===== config.mk =====
export PLATFORM = sky130hd
export DESIGN_NAME = vga_circle_motion
export DESIGN_NICKNAME = d
export VERILOG_FILES = /design/src/rtl/vga_circle_motion.sv
export SDC_FILE = /design/constraint.sdc
export NUM_CORES = 1
export LEC_CHECK = 0
export ABC_CLOCK_PERIOD_IN_PS = 1900
export CAP_MARGIN = 20
export CORE_MARGIN = 1.5
export CORE_UTILIZATION = 53
export CTS_CLUSTER_SIZE = 40
export DETAILED_ROUTE_END_ITERATION = 8
export GPL_TIMING_DRIVEN = 0
export PLACE_DENSITY = 0.77
export SLEW_MARGIN = 20
export SYNTH_ARGS = -nofsm -noshare
export SYNTH_HDL_FRONTEND = slang
export SYNTH_SLANG_ARGS = --single-unit

===== constraint.sdc =====
create_clock -name clk -period 1.9 [get_ports clk]
set_input_delay 0.38 -clock clk [delete_from_list [all_inputs] [get_ports clk]]
set_output_delay 0.38 -clock clk [all_outputs]
set_load 0.02 [all_outputs]

===== src/rtl/vga_circle_motion.sv =====
// Bouncing-circle motion controller for a VGA graphics stage.
// Debounces a run/pause switch, detects frame starts from vsync and moves the
// circle centre by STEP pixels per frame, reflecting off the screen bounds.
// Coordinates only change on the register update that raises frame_tick, so
// the graphics stage always sees a stable centre for a whole frame.
module vga_circle_motion #(
  parameter int H_ACTIVE  = 640,
  parameter int V_ACTIVE  = 480,
  parameter int RADIUS    = 40,
  parameter int STEP      = 2,
  parameter int DB_CYCLES = 250000
) (
  input  logic       clk,
  input  logic       reset,       // asynchronous, active low
  input  logic       vsync,       // active low
  input  logic       sw_raw,      // 1 = run
  output logic [9:0] cx,
  output logic [9:0] cy,
  output logic       running,
  output logic       frame_tick
);

  // Bounds are held in 11 bits so pos+STEP and MIN+STEP never wrap.
  localparam logic [10:0] XMIN   = 11'(RADIUS);
  localparam logic [10:0] XMAX   = 11'(H_ACTIVE - 1 - RADIUS);
  localparam logic [10:0] YMIN   = 11'(RADIUS);
  localparam logic [10:0] YMAX   = 11'(V_ACTIVE - 1 - RADIUS);
  localparam logic [10:0] STEP_W = 11'(STEP);
  localparam logic [9:0]  X_INIT = 10'(H_ACTIVE / 2);
  localparam logic [9:0]  Y_INIT = 10'(V_ACTIVE / 2);

  localparam int              DB_W    = $clog2(DB_CYCLES + 1);
  localparam logic [DB_W-1:0] DB_LAST = DB_W'(DB_CYCLES - 1);

  typedef enum logic {
    PAUSE = 1'b0,
    RUN   = 1'b1
  } state_t;

  state_t          state;
  logic            sw_meta;
  logic            sw_sync;
  logic            sw_db;
  logic [DB_W-1:0] db_cnt;
  logic            vsync_q;
  logic            vsync_seen;
  logic            frame_start;
  logic            dx;
  logic            dy;
  logic [10:0]     x_nxt;         // {direction, position}
  logic [10:0]     y_nxt;

  // One clamp-and-reflect step on one axis; returns {new_dir, new_pos}.
  function automatic logic [10:0] axis_step(input logic [9:0]  pos,
                                            input logic        dir,
                                            input logic [10:0] lo,
                                            input logic [10:0] hi);
    logic [10:0] p;
    logic [10:0] q;
    p = {1'b0, pos};
    if (dir) begin
      q = p + STEP_W;
      if (q > hi) return {1'b0, hi[9:0]};
      else        return {1'b1, q[9:0]};
    end else begin
      q = p - STEP_W;
      if (p < lo + STEP_W) return {1'b1, lo[9:0]};
      else                 return {1'b0, q[9:0]};
    end
  endfunction

  // Two-flop synchroniser for the asynchronous switch input.
  // NOTE: sequential state uses non-blocking (<=) so every flop samples the
  // pre-edge values of the others; blocking here would collapse the chain.
  always_ff @(posedge clk or negedge reset) begin
    if (!reset) begin
      sw_meta <= 1'b0;
      sw_sync <= 1'b0;
    end else begin
      sw_meta <= sw_raw;
      sw_sync <= sw_meta;
    end
  end

  // Debounce: sw_db follows sw_sync only after DB_CYCLES consecutive disagreements.
  always_ff @(posedge clk or negedge reset) begin
    if (!reset) begin
      sw_db  <= 1'b0;
      db_cnt <= '0;
    end else if (sw_sync == sw_db) begin
      db_cnt <= '0;
    end else if (db_cnt == DB_LAST) begin
      sw_db  <= sw_sync;
      db_cnt <= '0;
    end else begin
      db_cnt <= db_cnt + 1'b1;
    end
  end

  // Register vsync and remember whether it has been seen high since reset,
  // so a low vsync at reset release is not mistaken for a falling edge.
  always_ff @(posedge clk or negedge reset) begin
    if (!reset) begin
      vsync_q    <= 1'b1;
      vsync_seen <= 1'b0;
    end else begin
      vsync_q    <= vsync;
      vsync_seen <= vsync_seen | vsync;
    end
  end

  // Frame-start detection and next-position computation for both axes.
  // NOTE: every signal assigned in always_comb gets a default first, so no
  // path leaves it unassigned and no latch is inferred.
  always_comb begin
    frame_start = 1'b0;
    x_nxt       = '0;
    y_nxt       = '0;
    frame_start = vsync_q & ~vsync & vsync_seen;
    x_nxt       = axis_step(cx, dx, XMIN, XMAX);
    y_nxt       = axis_step(cy, dy, YMIN, YMAX);
  end

  // PAUSE/RUN FSM with motion; everything updates together with frame_tick.
  always_ff @(posedge clk or negedge reset) begin
    if (!reset) begin
      state      <= PAUSE;
      running    <= 1'b0;
      frame_tick <= 1'b0;
      cx         <= X_INIT;
      cy         <= Y_INIT;
      dx         <= 1'b1;
      dy         <= 1'b1;
    end else begin
      frame_tick <= frame_start;
      if (frame_start) begin
        unique case (state)
          PAUSE: begin
            if (sw_db) begin
              state   <= RUN;
              running <= 1'b1;
            end
          end
          RUN: begin
            {dx, cx} <= x_nxt;
            {dy, cy} <= y_nxt;
            if (!sw_db) begin
              state   <= PAUSE;
              running <= 1'b0;
            end
          end
          default: begin
            state   <= PAUSE;
            running <= 1'b0;
          end
        endcase
      end
    end
  end

endmodule


* Yosys cells after proc, flatten, opt, wreduce, memory -nomap -nowiden
Index checks and enable logic that the tools add are counted.
Operators by class: muxes and demuxes 12, equality and inequality tests 4, magnitude comparators 4, reduce and logical (&&, ||, !) cells 3, bitwise logic cells 6, add/sub/neg operators 5
Operators with widths (count):
- $mux W11 | 6
- $mux W18 | 2
- $add A10 B2 Y11 const B | 2
- $lt A10 B6 Y1 const B | 2
- $sub A10 B2 Y10 const B | 2
- $add A18 B1 Y18 const B | 1
- $eq A18 B18 Y1 const B | 1
- $gt A11 B10 Y1 const B | 1
- $gt A11 B9 Y1 const B | 1
- $ne A2 B2 Y1 const B | 2
- $reduce_and A2 Y1 | 2
- $mux W1 | 3
- $not A1 Y1 | 3
- $reduce_and A3 Y1 | 1
- $and A1 B1 Y1 | 2
- $pmux W1 S2 | 1
- $eq A1 B1 Y1 | 1
- $or A1 B1 Y1 | 1
Word-level totals: output and inout port bits 22, register bits 48

* Logic depth before layout (Yosys ltp)
word-level depth 4, gate-level depth with buffers 9, mapped depth without buffers 8

* Worst setup path after synthesis
No wires, ideal clock.
path kind register to register, start point reg cx[1], end point reg cx[7], buffers on the path 1, arrival time 2.064 ns, cell stages (with the launch flop) 10, clock period less this slack 2.151 ns, library setup time 0.087 ns, slack -0.251 ns, cells stage by stage dfrtp_1 > buf_2 > inv_1 > ha_1 > nand2b_1 > a31oi_1 > o21ai_1 > a2111oi_4 > nor2_1 > o211ai_1
Between the ends: cells in the longest elaborated chain, start to end 4
Ends and longest elaborated chain:
- start: declaration | line 17 | output logic [9:0] cx,
- start signal: assignment | line 145 | {dx, cx} <= x_nxt;
- $add A10 B2 Y11 | line 62 | q = p + STEP_W;
- $gt A11 B10 Y1 | line 63 | if (q > hi) return {1'b0, hi[9:0]};
- $mux W11 | line 63
- $mux W11 * | line 61 | if (dir) begin
Mark *: on every way between the ends. The rest lies on a longest branch, timed or not. A chain may end at the register's enable or synchronous reset.

* Worst setup path in the final report
start point reg cy[1], end point reg dy
Between the ends: cells in the longest elaborated chain, start to end 4
Ends and longest elaborated chain:
- start: declaration | line 18 | output logic [9:0] cy,
- start signal: assignment | line 146 | {dy, cy} <= y_nxt;
- $add A10 B2 Y11 | line 62
- $gt A11 B9 Y1 | line 63
- $mux W11 | line 63
- $mux W11 * | line 61
- end signal: assignment | line 146
- end: declaration | line 49 | logic dy;
Marked as above.

==> results by group <==
Setup path
  – CP Capture Type: flop
  – Crit Path Category: flop to flop
  – Crit path cell chain: buf_6 > ha_4 > xor2_4 > a31oi_4 > o31ai_2 > a21o_1 > buf_6 > a21oi_4 > nand3b_1
  – CP delay by family, top: compound AO/OA/AOI/OAI gates
  – Crit path launch type: flop
  – Crit path DAT: 2.32 ns
  – Required time worst endpoint: between 2 and 2.5 ns
  – Slowest cell delay on critical path: about 0.44 ns
  – R2R Setup Slk: -0.18 ns
  – Slowest cell on the critical path: dfrtp_2
  – R2R cell count: 9
  – Reg2Reg Capture Point: dy
  – FF-to-FF Start: cy[1]
  – CP Buf/Inv Count: 2
  – Crit path top cell by count: buf_6
  – Critical Path Fanout Max: 6

Power and ir drop
  – Switching fraction of total power: 33.0%
  – PD cells: 726 mW/mm^2
  – Internal power: approximately 0.002 W
  – Logic pwr share: between 30 and 40%
  – Share of total power in the clock network: 25.0%
  – Peak supply drop: approximately 0.00049 V
  – Reg power frac: 37.8%
  – Lkg Pwr: 1.67 nW
  – Sw Pwr: 0.000991 W

STA
  – Final WS setup: -0.177 ns
  – Least-Margin Pin Slew: 0.493 ns
  – Final hold violations: 0
  – F_max: 0.482 GHz
  – Unrepaired setup endpoints after global routing: yes
  – Final cycle utilization of the critical path: 109%
  – Final max-slew violation count: 0
  – Finish-stage setup viols: 18
  – Minimum clock period: 2.08 ns
  – Fin Clk Skew: 0.0146 ns
  – Slew HR: 67.1%

Layout
  – Non-filler cells, final: 478
  – Util after Layout: 73.7%
  – # diodes: 0
  – Most frequent cells in the layout: nor2_1, dfrtp_1, buf_4
  – Post-route cell area: between 0.004 and 0.005 sq mm
  – Fin nets: 416
  – Commonest non-fill, non-tap cell in the layout: nor2_1
  – Final-layout fill cell count: 412
  – Area growth from synthesis to layout: 32.4%
  – Share of cells above drive strength 1: 31.8%

Die
  – Core region area: 0.00561 sq mm
  – Num rows: 27
  – Initial Util: 55.6%
  – Die Width: about 80 microns
  – I/O Pins: 26
  – Die Y: around 80 microns
  – Total die area: around 0.0064 sq mm

CTS
  – H-tree depth: 2
  – Hold-fix buffers at CTS: 0
  – Root Driver: clkbuf_8
  – Max clock buf depth: 2
  – Worst-path clk slew: 0.10 ns
  – CTS Sinks: 48
  – CTS buffer count: 5
  – Clk_lat worst skew: 0.31 ns
  – CTS tree: yes

Global route
  – Largest net degree at the start of global routing: 29
  – First-pass GRT wire length: approximately 13,000 microns
  – Vias in the first global route: 2,690
  – Total gr overflow: 0
  – Antenna violations before repair: 0
  – GRT Util Overall: 26.0%

Placed design
  – Pre-CTS worst setup slack: -0.488 ns
  – DP Cell Count: 452
  – PortBufs: 25
  – Final HPWL DP: between 4000 and 5000 microns
  – Placer Congestion: 0.901
  – Placed inst area: 0.00353 sq mm

Drt
  – Final WL: 8560 microns
  – Pre-antenna DRT Iters: 6
  – Remaining DRCs: 0
  – DR vias/cell: 6.12
  – Vias: between 2,000 and 3,000
  – WL per Instance: 17.9 microns
  – Initial DRC count: 306
  – Antenna-violating nets left: 0

Synth
  – Share of the synthesized area in the top cell type: 31.3%
  – Post-Synthesis Cells: roughly 350
  – Top cells by area, synth: dfrtp_1, dfstp_2, nor2_1
  – Sequential-to-total area share from yosys stat: 38.9%
  – Async set-reset flop share out of synthesis: 100%
  – Number of synthesized flops with an enable pin: 0
  – Yosys cell types: 67
  – Yosys top cell by area: dfrtp_1
  – Post-synthesis register bit count: 48
  – Syn Std Cell Area: 0.00312 sq mm
  – Synthesized Nets: 365
  – Primary FF master, synth: dfrtp_1
  – YS warnings: 0
  – Avg Inst Size Synth: about 8.8 sq um

Run
  – Max Cap Viol: 0

Outcome
  – Failing checks: setup timing
  – Outcome: complete, but fails checks

Hold path
  – Worst hold path class: input port to async pin
==> kinds of logic after synthesis <==
group,Yosys count,synth area share (%)
fa+ha+maj,7,2.81
buf+inv,36,5.61
compound gates,90,19.0
xor+xnor,30,8.66
mux,3,1.04
simple gates,140,24.0
flops,48,38.9
==> synth_stat cells (all sizes together) (7+ instances only) <==
cell type,n
nand2,24
ha,7
nor2,43
nand3,16
dfstp,9
clkbuf,9
dfrtp,39
a21o,7
o21ai,28
xnor2,14
buf,15
inv,12
nor3,12
a21oi,18
xor2,16
==> final cells by class <==
cell class / instances / area [sq um] / share of cell area [%]
Buffer: 19 / 151 / 3.66
Timing Repair Buffer: 49 / 457 / 11.1
Sequential cell: 48 / 1220 / 29.5
Multi-Input combinational cell: 270 / 2050 / 49.7
Clock buffer: 6 / 72.6 / 1.76
Clock inverter: 2 / 35.0 / 0.848
Tap cell: 72 / 90.1 / 2.18
Inverter: 12 / 52.6 / 1.27
==> metrics by stage <==
stage | hold WS [ns] | power [W] | TNS [ns]
finish | 0.0286 | 0.00300 | -1.77
global route | 0.0588 | 0.00312 | -3.17
CTS | 0.0470 | 0.00287 | -1.22
detailed placement | 0.338 | 0.00183 | -9.66
global placement | 0.334 | 0.00181 | -48.18
floorplan | 0.0844 | 0.00162 | -0.115
==> how the worst max path moves through the flow <==
stage               cells past startpoint  startpoint     to
floorplan                               6       cx[6]  cx[4]
global placement                        1       reset  cy[1]
detailed placement                      8       vsync  cy[6]
CTS                                    10       cx[1]  cx[3]
global route                           10       cx[1]  cx[3]
finish                                  9       cy[1]     dy
==> registers in the layout (all words and copies together) (netlist names) <==
register / cells
sw_sync: 1
db_cnt: 18
sw_meta: 1
dy: 1
vsync_seen: 1
sw_db: 1
dx: 1
vsync_q: 1
frame_tick: 1
running: 1
cy: 10
cx: 10
state: 1
==> power by group through the flow <==
stage | Sequential (W) | Combinational, W | Clock (W)
floorplan | 0.00121 | 0.000412 | 0
finish | 0.00114 | 0.00112 | 0.000749
CTS | 0.00113 | 0.000983 | 0.000756
global route | 0.00114 | 0.00118 | 0.000803
global placement | 0.00116 | 0.000651 | 0
detailed placement | 0.00117 | 0.000662 | 0
==> timing repair <==
| action | 4_1_cts | 5_1_grt |
|---|---|---|
| cloned | 0 | 0 |
| setup endpoints to repair | 33 | 35 |
| gates resized for setup | 48 | 40 |
| setup buffers | 19 | 4 |
| pin swaps | 21 | 18 |
==> worst register-to-register path: stages (launching register included) <==
cell	delay, ns
dfrtp_2	0.44
buf_6	0.13
ha_4	0.18
xor2_4	0.16
a31oi_4	0.19
o31ai_2	0.08
a21o_1	0.24
buf_6	0.14
a21oi_4	0.28
nand3b_1	0.17
==> metal layers <==
metal | track usage, % | vias up | part of all wire, %
li1 | - | 1354 | -
met1 | 35.2 | 1406 | 42
met2 | 43.3 | 145 | 50
met3 | 4.11 | 18 | 6.4
met4 | 7.24 | 0 | 1.7
met5 | 0 | - | 0
Power figures use the tool's default switching activity.
